$ cat src/rtl/reu_xfer_seq.sv
// reu_xfer_seq -- REU DMA transfer sequencer.
//
// Takes the C64 bus through nDMA and moves one byte per PHI2 cycle between C64
// memory and REU RAM: stash, fetch, swap or verify. Bus strobes and the
// Next*/XferEnd/VerifyErr pulses are decoded from the registered state and the
// live BA input, so a BA=0 cycle is a clean wait cycle. nDMA and Busy are
// registered alongside the state. State changes on the falling edge of PHI2.
//
// Ports
//   PHI2, Reset                     clock (falling edge), synchronous active-high reset
//   ExecuteEN, XferType,
//   FF00DecodeEN, FF00WR, Length1   command inputs from the register block
//   BA                              VIC bus-available, 0 stalls
//   C64DIn, RAMDIn                  data bus samples
//   nDMA, Busy                      registered DMA request / transfer-active
//   C64AOE, C64RnW, C64DOut         C64 bus control and write data
//   RAMRD, RAMWR, RAMDOut           REU RAM strobes and write data
//   NextCA, NextREUA, XferEnd,
//   VerifyErr                       one-cycle status pulses
module reu_xfer_seq #(
  parameter int DMA_SETUP   = 2,
  parameter bit VERIFY_STOP = 1'b1,
  parameter int DATA_W      = 8
) (
  input  logic              PHI2,
  input  logic              Reset,
  input  logic              ExecuteEN,
  input  logic [1:0]        XferType,
  input  logic              FF00DecodeEN,
  input  logic              FF00WR,
  input  logic              Length1,
  input  logic              BA,
  input  logic [DATA_W-1:0] C64DIn,
  input  logic [DATA_W-1:0] RAMDIn,
  output logic              nDMA,
  output logic              Busy,
  output logic              C64AOE,
  output logic              C64RnW,
  output logic [DATA_W-1:0] C64DOut,
  output logic              RAMRD,
  output logic              RAMWR,
  output logic [DATA_W-1:0] RAMDOut,
  output logic              NextCA,
  output logic              NextREUA,
  output logic              XferEnd,
  output logic              VerifyErr
);

  typedef enum logic [2:0] {IDLE, ARM, SETUP, XFER, SWAPW, DONE} state_t;

  localparam logic [1:0] T_STASH  = 2'b00;
  localparam logic [1:0] T_FETCH  = 2'b01;
  localparam logic [1:0] T_SWAP   = 2'b10;
  localparam logic [1:0] T_VERIFY = 2'b11;

  state_t            state;
  state_t            stateNext;
  logic [7:0]        setupCnt;
  logic [DATA_W-1:0] c64Latch;
  logic [DATA_W-1:0] ramLatch;

  logic xferBa;
  logic swapBa;
  logic byteDone;
  logic mismatch;
  logic dmaNext;

  // Active bus cycles; Reset masks everything so an aborted cycle has no effect.
  assign xferBa   = (state == XFER)  && BA && !Reset;
  assign swapBa   = (state == SWAPW) && BA && !Reset;
  // A swap byte completes in its second (write-back) cycle.
  assign byteDone = (xferBa && (XferType != T_SWAP)) || swapBa;
  assign mismatch = xferBa && (XferType == T_VERIFY) && (C64DIn != RAMDIn);

  assign NextCA    = byteDone;
  assign NextREUA  = byteDone;
  assign XferEnd   = byteDone && Length1;
  assign VerifyErr = mismatch;

  assign C64AOE  = xferBa || swapBa;
  assign C64RnW  = !((xferBa && (XferType == T_FETCH)) || swapBa);
  assign RAMRD   = xferBa && (XferType != T_STASH);
  assign RAMWR   = (xferBa && (XferType == T_STASH)) || swapBa;
  assign C64DOut = (XferType == T_FETCH) ? RAMDIn : ramLatch;
  assign RAMDOut = (XferType == T_STASH) ? C64DIn : c64Latch;

  always_comb begin
    stateNext = state;
    case (state)
      IDLE:  if (ExecuteEN) stateNext = FF00DecodeEN ? ARM : SETUP;
      ARM: begin
        if (!ExecuteEN)  stateNext = IDLE;
        else if (FF00WR) stateNext = SETUP;
      end
      SETUP: if (BA && (setupCnt == 8'(DMA_SETUP - 1))) stateNext = XFER;
      XFER: begin
        if (BA) begin
          if (XferType == T_SWAP)            stateNext = SWAPW;
          else if (Length1)                  stateNext = DONE;
          else if (mismatch && VERIFY_STOP)  stateNext = DONE;
        end
      end
      SWAPW: if (BA) stateNext = Length1 ? DONE : XFER;
      DONE:  if (!ExecuteEN) stateNext = IDLE;
      default: stateNext = IDLE;
    endcase
  end

  assign dmaNext = (stateNext == SETUP) || (stateNext == XFER) || (stateNext == SWAPW);

  always_ff @(negedge PHI2) begin
    if (Reset) begin
      state    <= IDLE;
      setupCnt <= 8'd0;
      c64Latch <= '0;
      ramLatch <= '0;
      nDMA     <= 1'b1;
      Busy     <= 1'b0;
    end else begin
      state <= stateNext;
      nDMA  <= !dmaNext;
      Busy  <= dmaNext;
      // Halt-latency counter only advances while the VIC releases the bus.
      if (state != SETUP)
        setupCnt <= 8'd0;
      else if (BA)
        setupCnt <= setupCnt + 8'd1;
      if (xferBa && (XferType == T_SWAP)) begin
        c64Latch <= C64DIn;
        ramLatch <= RAMDIn;
      end
    end
  end

endmodule
$ cat config.mk
export PLATFORM = sky130hd
export DESIGN_NAME = reu_xfer_seq
export DESIGN_NICKNAME = d
export VERILOG_FILES = /design/src/rtl/reu_xfer_seq.sv
export SDC_FILE = /design/constraint.sdc
export NUM_CORES = 1
export LEC_CHECK = 0
export ABC_AREA = 1
export CAP_MARGIN = 25
export CORE_MARGIN = 5
export CORE_UTILIZATION = 47
export DETAILED_ROUTE_END_ITERATION = 8
export GPL_TIMING_DRIVEN = 0
export PLACE_DENSITY = 0.89
export SYNTH_ARGS = -nofsm -noshare
export SYNTH_HDL_FRONTEND = slang
export SYNTH_SLANG_ARGS = --single-unit
$ cat constraint.sdc
create_clock -name PHI2 -period 1.53 [get_ports PHI2]
set_input_delay 0.3825 -clock PHI2 [delete_from_list [all_inputs] [get_ports PHI2]]
set_output_delay 0.3825 -clock PHI2 [all_outputs]
set_load 0.05 [all_outputs]
==> impl_metrics.env, run 1 <==
export IMPL_synth_area_um2=1700
export IMPL_rows=21
export IMPL_yosysWarnings=0
export IMPL_synth_edf_count=0
export IMPL_synth_largest_area_cell="dfxtp_1"
export IMPL_async_flop_share=0
export IMPL_synth_top_area_share=0.342
export IMPL_die_x_um=70.1
export IMPL_ys_seq_area_frac=0.342
export IMPL_yosysMostFrequentCell="nand2_1"
export IMPL_dp_hpwl_um=3550
export IMPL_htreeDepth=2
export IMPL_clockBufferDepth=2
export IMPL_portBuffers=50
export IMPL_cts_buffers=5
export IMPL_place_gp_congestion=0.885
export IMPL_stop_error="[ERROR DPL-0038] Utilization greater than 100%, impossible to legalize"
export IMPL_initial_core_util=0.497
export IMPL_synthMuxAreaShare=0
export IMPL_syn_avg_cell_area_um2=6.31
export IMPL_io_pins=51
export IMPL_cts_sinks=29
export IMPL_synth_net_count=296
export IMPL_status="did not finish"
export IMPL_ys_ff_latch=29
export IMPL_syn_instance_count=269
export IMPL_synth_compound_area_frac=0.149
export IMPL_synth_area_leaders="dfxtp_1, nand2_1, inv_1, o21ai_0, nor2_1"
export IMPL_synth_fa_ha_area_frac=0.0147
export IMPL_dieHeight_um=70.1
export IMPL_synth_simple_area_share=0.359
export IMPL_cts_root_buf="clkbuf_4"
export IMPL_synth_ff_type="dfxtp_1"
export IMPL_synthXorXnorAreaFrac=0.0258
export IMPL_synth_distinct_cells=30
export IMPL_grt_max_degree=11
export IMPL_synth_common_cells="nand2_1, inv_1, dfxtp_1"
export IMPL_synth_top_family_by_area="simple AND/OR/NAND/NOR gates"
export IMPL_haltStage="global routing (5_1_grt)"
through the flow:
step | setup slack (ns) | cell area, µm² | cells | hold slack [ns] | util
2_1_floorplan | -0.852 | 2070 | 269 | 0.451 | -
4_1_cts | -1.24 | 3200 | 429 | 0.474 | 0.938
3_5_place_dp | -1.91 | 2630 | 365 | 0.463 | 0.769
3_3_place_gp | -1.88 | 2630 | 365 | 0.459 | 0.769
cells by family after synthesis:
| group | after synthesis |
|---|---|
| buffers and inverters | 47 |
| XOR/XNOR | 5 |
| adder cells (fa/ha/maj) | 2 |
| flip-flops | 29 |
| AO/OA/AOI/OAI | 44 |
| AND/OR/NAND/NOR | 142 |
repair_timing:
item	CTS
endpoints found under the setup margin	55
pin swaps	30
gates resized for setup	356
buffers inserted	25
cloned	3
hold buffers	0
==> run 2: changes to the inputs <==
--- a/config.mk
+++ b/config.mk
@@ -8,10 +8,10 @@
 export ABC_AREA = 1
 export CAP_MARGIN = 25
 export CORE_MARGIN = 5
-export CORE_UTILIZATION = 47
+export CORE_UTILIZATION = 40
 export DETAILED_ROUTE_END_ITERATION = 8
 export GPL_TIMING_DRIVEN = 0
-export PLACE_DENSITY = 0.89
+export PLACE_DENSITY_LB_ADDON = 0.15
 export SYNTH_ARGS = -nofsm -noshare
 export SYNTH_HDL_FRONTEND = slang
 export SYNTH_SLANG_ARGS = --single-unit
==> impl_metrics.env, run 2 <==
export IMPL_status="finished, violations left"
export IMPL_violations="setup timing"
export IMPL_final_setup_skew_ns=0.0380
export IMPL_dieHeight_um=75.2
export IMPL_synthMuxAreaShare=0
export IMPL_worst_setup_path_start_kind="flop"
export IMPL_cts_root_buf="clkbuf_8"
export IMPL_syn_instance_count=269
export IMPL_initial_core_util=0.418
export IMPL_grtUsageTotal=0.265
export IMPL_worst_setup_hold_path_clk_slew_ns=0.07
export IMPL_drt_iter0_markers=310
export IMPL_hold_buffers=0
export IMPL_grt_pass1_vias=2436
export IMPL_portBuffers=50
export IMPL_fp_coreArea_um2=4060
export IMPL_async_flop_share=0
export IMPL_ys_seq_area_frac=0.342
export IMPL_crit_arrival_ns=2.42
export IMPL_routed_via_density=5.84
export IMPL_syn2layout_area_growth_pct=119
export IMPL_synth_net_count=296
export IMPL_ant_nets=0
export IMPL_yosysMostFrequentCell="nand2_1"
export IMPL_htreeDepth=2
export IMPL_reg_top3="c64Latch: 8 flops, ramLatch: 8 flops, setupCnt: 8 flops"
export IMPL_tritoncts="built"
export IMPL_synth_distinct_cells=30
export IMPL_drv_cap=0
export IMPL_synth_simple_area_share=0.359
export IMPL_synth_ff_type="dfxtp_1"
export IMPL_first_pass_iters=6
export IMPL_fin_util=0.918
export IMPL_synth_largest_area_cell="dfxtp_1"
export IMPL_drive_gt1_frac=0.645
export IMPL_antenna_found_initial=0
export IMPL_cts_sinks=29
export IMPL_cp_slowest_cell="dfxtp_4"
export IMPL_cp_depth=9
export IMPL_end_kind="output pin"
export IMPL_wl_per_cell_um=21.1
export IMPL_ys_ff_latch=29
export IMPL_synth_area_um2=1700
export IMPL_synth_area_leaders="dfxtp_1, nand2_1, inv_1, o21ai_0, nor2_1"
export IMPL_cp_max_fo=5
export IMPL_relSlewSlack=0.571
export IMPL_synth_edf_count=0
export IMPL_place_gp_congestion=0.827
export IMPL_net_switching_power_mw=1.07
export IMPL_seqPwrFrac=0.280
export IMPL_wirelength_um=9680
export IMPL_tightest_slew_ns=0.639
export IMPL_clkPwrFrac=0.484
export IMPL_yosysWarnings=0
export IMPL_hold_path_class="flop to flop"
export IMPL_cp_num_buf_inv=4
export IMPL_fillers=150
export IMPL_cts_buffers=5
export IMPL_rsz0062_at_grt="true"
export IMPL_synthXorXnorAreaFrac=0.0258
export IMPL_final_cell_mix="nand2_1, inv_1, buf_4, buf_6, nand2_2"
export IMPL_io_pins=51
export IMPL_p_per_area_nw_per_um2=769
export IMPL_n_antenna_cell=0
export IMPL_nets=434
export IMPL_synth_compound_area_frac=0.149
export IMPL_slowest_delay_ns=0.37
export IMPL_dieArea_um2=5650
export IMPL_finalHoldViolCount=0
export IMPL_dp_hpwl_um=3590
export IMPL_crit_required_ns=1.15
export IMPL_fin_ws_ns=-1.27
export IMPL_maxSlewViolCount=0
export IMPL_ff2ff_path_depth=19
export IMPL_cp_top_family="simple AND/OR/NAND/NOR gates"
export IMPL_grt_pass1_wl_um=11200
export IMPL_ir_worst_vdd_mv=0.649
export IMPL_path_class="flop to output pin"
export IMPL_holdPathStages=2
export IMPL_synth_common_cells="nand2_1, inv_1, dfxtp_1"
export IMPL_leakagePower_nw=1.78
export IMPL_setup_tns_ns=-31.53
export IMPL_grt_overflow_total=0
export IMPL_final_common_cell="nand2_1"
export IMPL_syn_avg_cell_area_um2=6.31
export IMPL_clk_latency_ns=0.38
export IMPL_internal_power_mw=1.79
export IMPL_cpMostUsedCell="nand2_4"
export IMPL_grt_max_degree=11
export IMPL_vias=2677
export IMPL_synth_top_area_share=0.342
export IMPL_synth_fa_ha_area_frac=0.0147
export IMPL_cp_cell_sequence="inv_4 > nand3_4 > nor2_4 > nand2_4 > inv_4 > nand2_4 > nand2_4 > buf_8 > buf_8"
export IMPL_drc_errors=0
export IMPL_switching_share=0.374
export IMPL_synth_top_family_by_area="simple AND/OR/NAND/NOR gates"
export IMPL_setup_viol=52
export IMPL_p_comb_frac=0.236
export IMPL_rows=23
export IMPL_pre_cts_slack_ns=-1.90
export IMPL_clockBufferDepth=2
export IMPL_die_x_um=75.2
==> run 2: cell counts after synthesis <==
No cell type changed its count.
==> run 2: power by group through the flow <==
stage | Clock (mW) | Sequential [mW] | Combinational (mW)
floorplan | 0.120 | 0.833 | 0.263
detailed placement | 0.120 | 0.811 | 0.461
global placement | 0.120 | 0.810 | 0.456
global route | 1.47 | 0.802 | 0.699
CTS | 1.31 | 0.801 | 0.570
finish | 1.39 | 0.802 | 0.677
==> run 2: stage by stage <==
stage | area [µm²] | hold slack (ns) | cells | power [mW]
after floorplan | 2070 | 0.451 | 269 | 1.22
after global placement | 2630 | 0.459 | 369 | 1.39
after detailed placement | 2630 | 0.462 | 369 | 1.39
after CTS | 3390 | 0.470 | 449 | 2.68
after global routing | 3720 | 0.501 | 458 | 2.97
final | 3720 | 0.489 | 458 | 2.86
==> run 2: worst min-delay path: cells and delay by family, from the launching register on <==
family	cells	cell delay [ns]
DFF	1	0.31
buffers and inverters	1	0.08
AOI/OAI and AO/OA	1	0.07
==> run 2: area by class of cell <==
type	instances	area, µm²	share of cell area
clock buffer	5	68.8	0.0185
inverter	38	174	0.0467
buffer	8	101	0.0272
multi-input combinational	193	1510	0.405
timing repair buffer	103	1020	0.274
tap	50	62.6	0.0168
sequential	29	619	0.166
clock inverter	32	173	0.0464
==> run 2: metal layers <==
metal | vias to the layer above | wire (µm) | GRT usage
met3 | 84 | 832 | 0.0881
met4 | 0 | 672 | 0.150
li1 | 1127 | - | -
met5 | - | 0 | 0
met1 | 1247 | 3590 | 0.311
met2 | 219 | 4580 | 0.423
==> run 2: worst paths after layout <==
| check | slack [ns] | start | endpoint |
|---|---|---|---|
| worst min register to register | 0.49 | c64Latch[5]$_SDFFE_NP0P_ | c64Latch[5]$_SDFFE_NP0P_ |
| worst min-delay path | 0.49 | c64Latch[5]$_SDFFE_NP0P_ | c64Latch[5]$_SDFFE_NP0P_ |
| worst max-delay path | -1.27 | state[2]$_SDFF_NP0_ | NextREUA |
| worst max register to register | -0.94 | state[0]$_SDFF_NP0_ | nDMA$_SDFF_NP1_ |
==> run 2: repair_timing <==
item,4_1_cts,5_1_grt
resized for setup,357,74
cloned,3,0
setup endpoints to repair,55,53
pin swaps,36,14
setup buffers,42,15
==> run 2: kinds of logic (layout without fill, tap and decap cells) <==
family,Yosys count,after routing
simple gates,142,142
xor+xnor,5,5
flops,29,29
compound gates,44,44
buf+inv,47,186
fa+ha+maj,2,2
(Power assumes the default switching activity.)
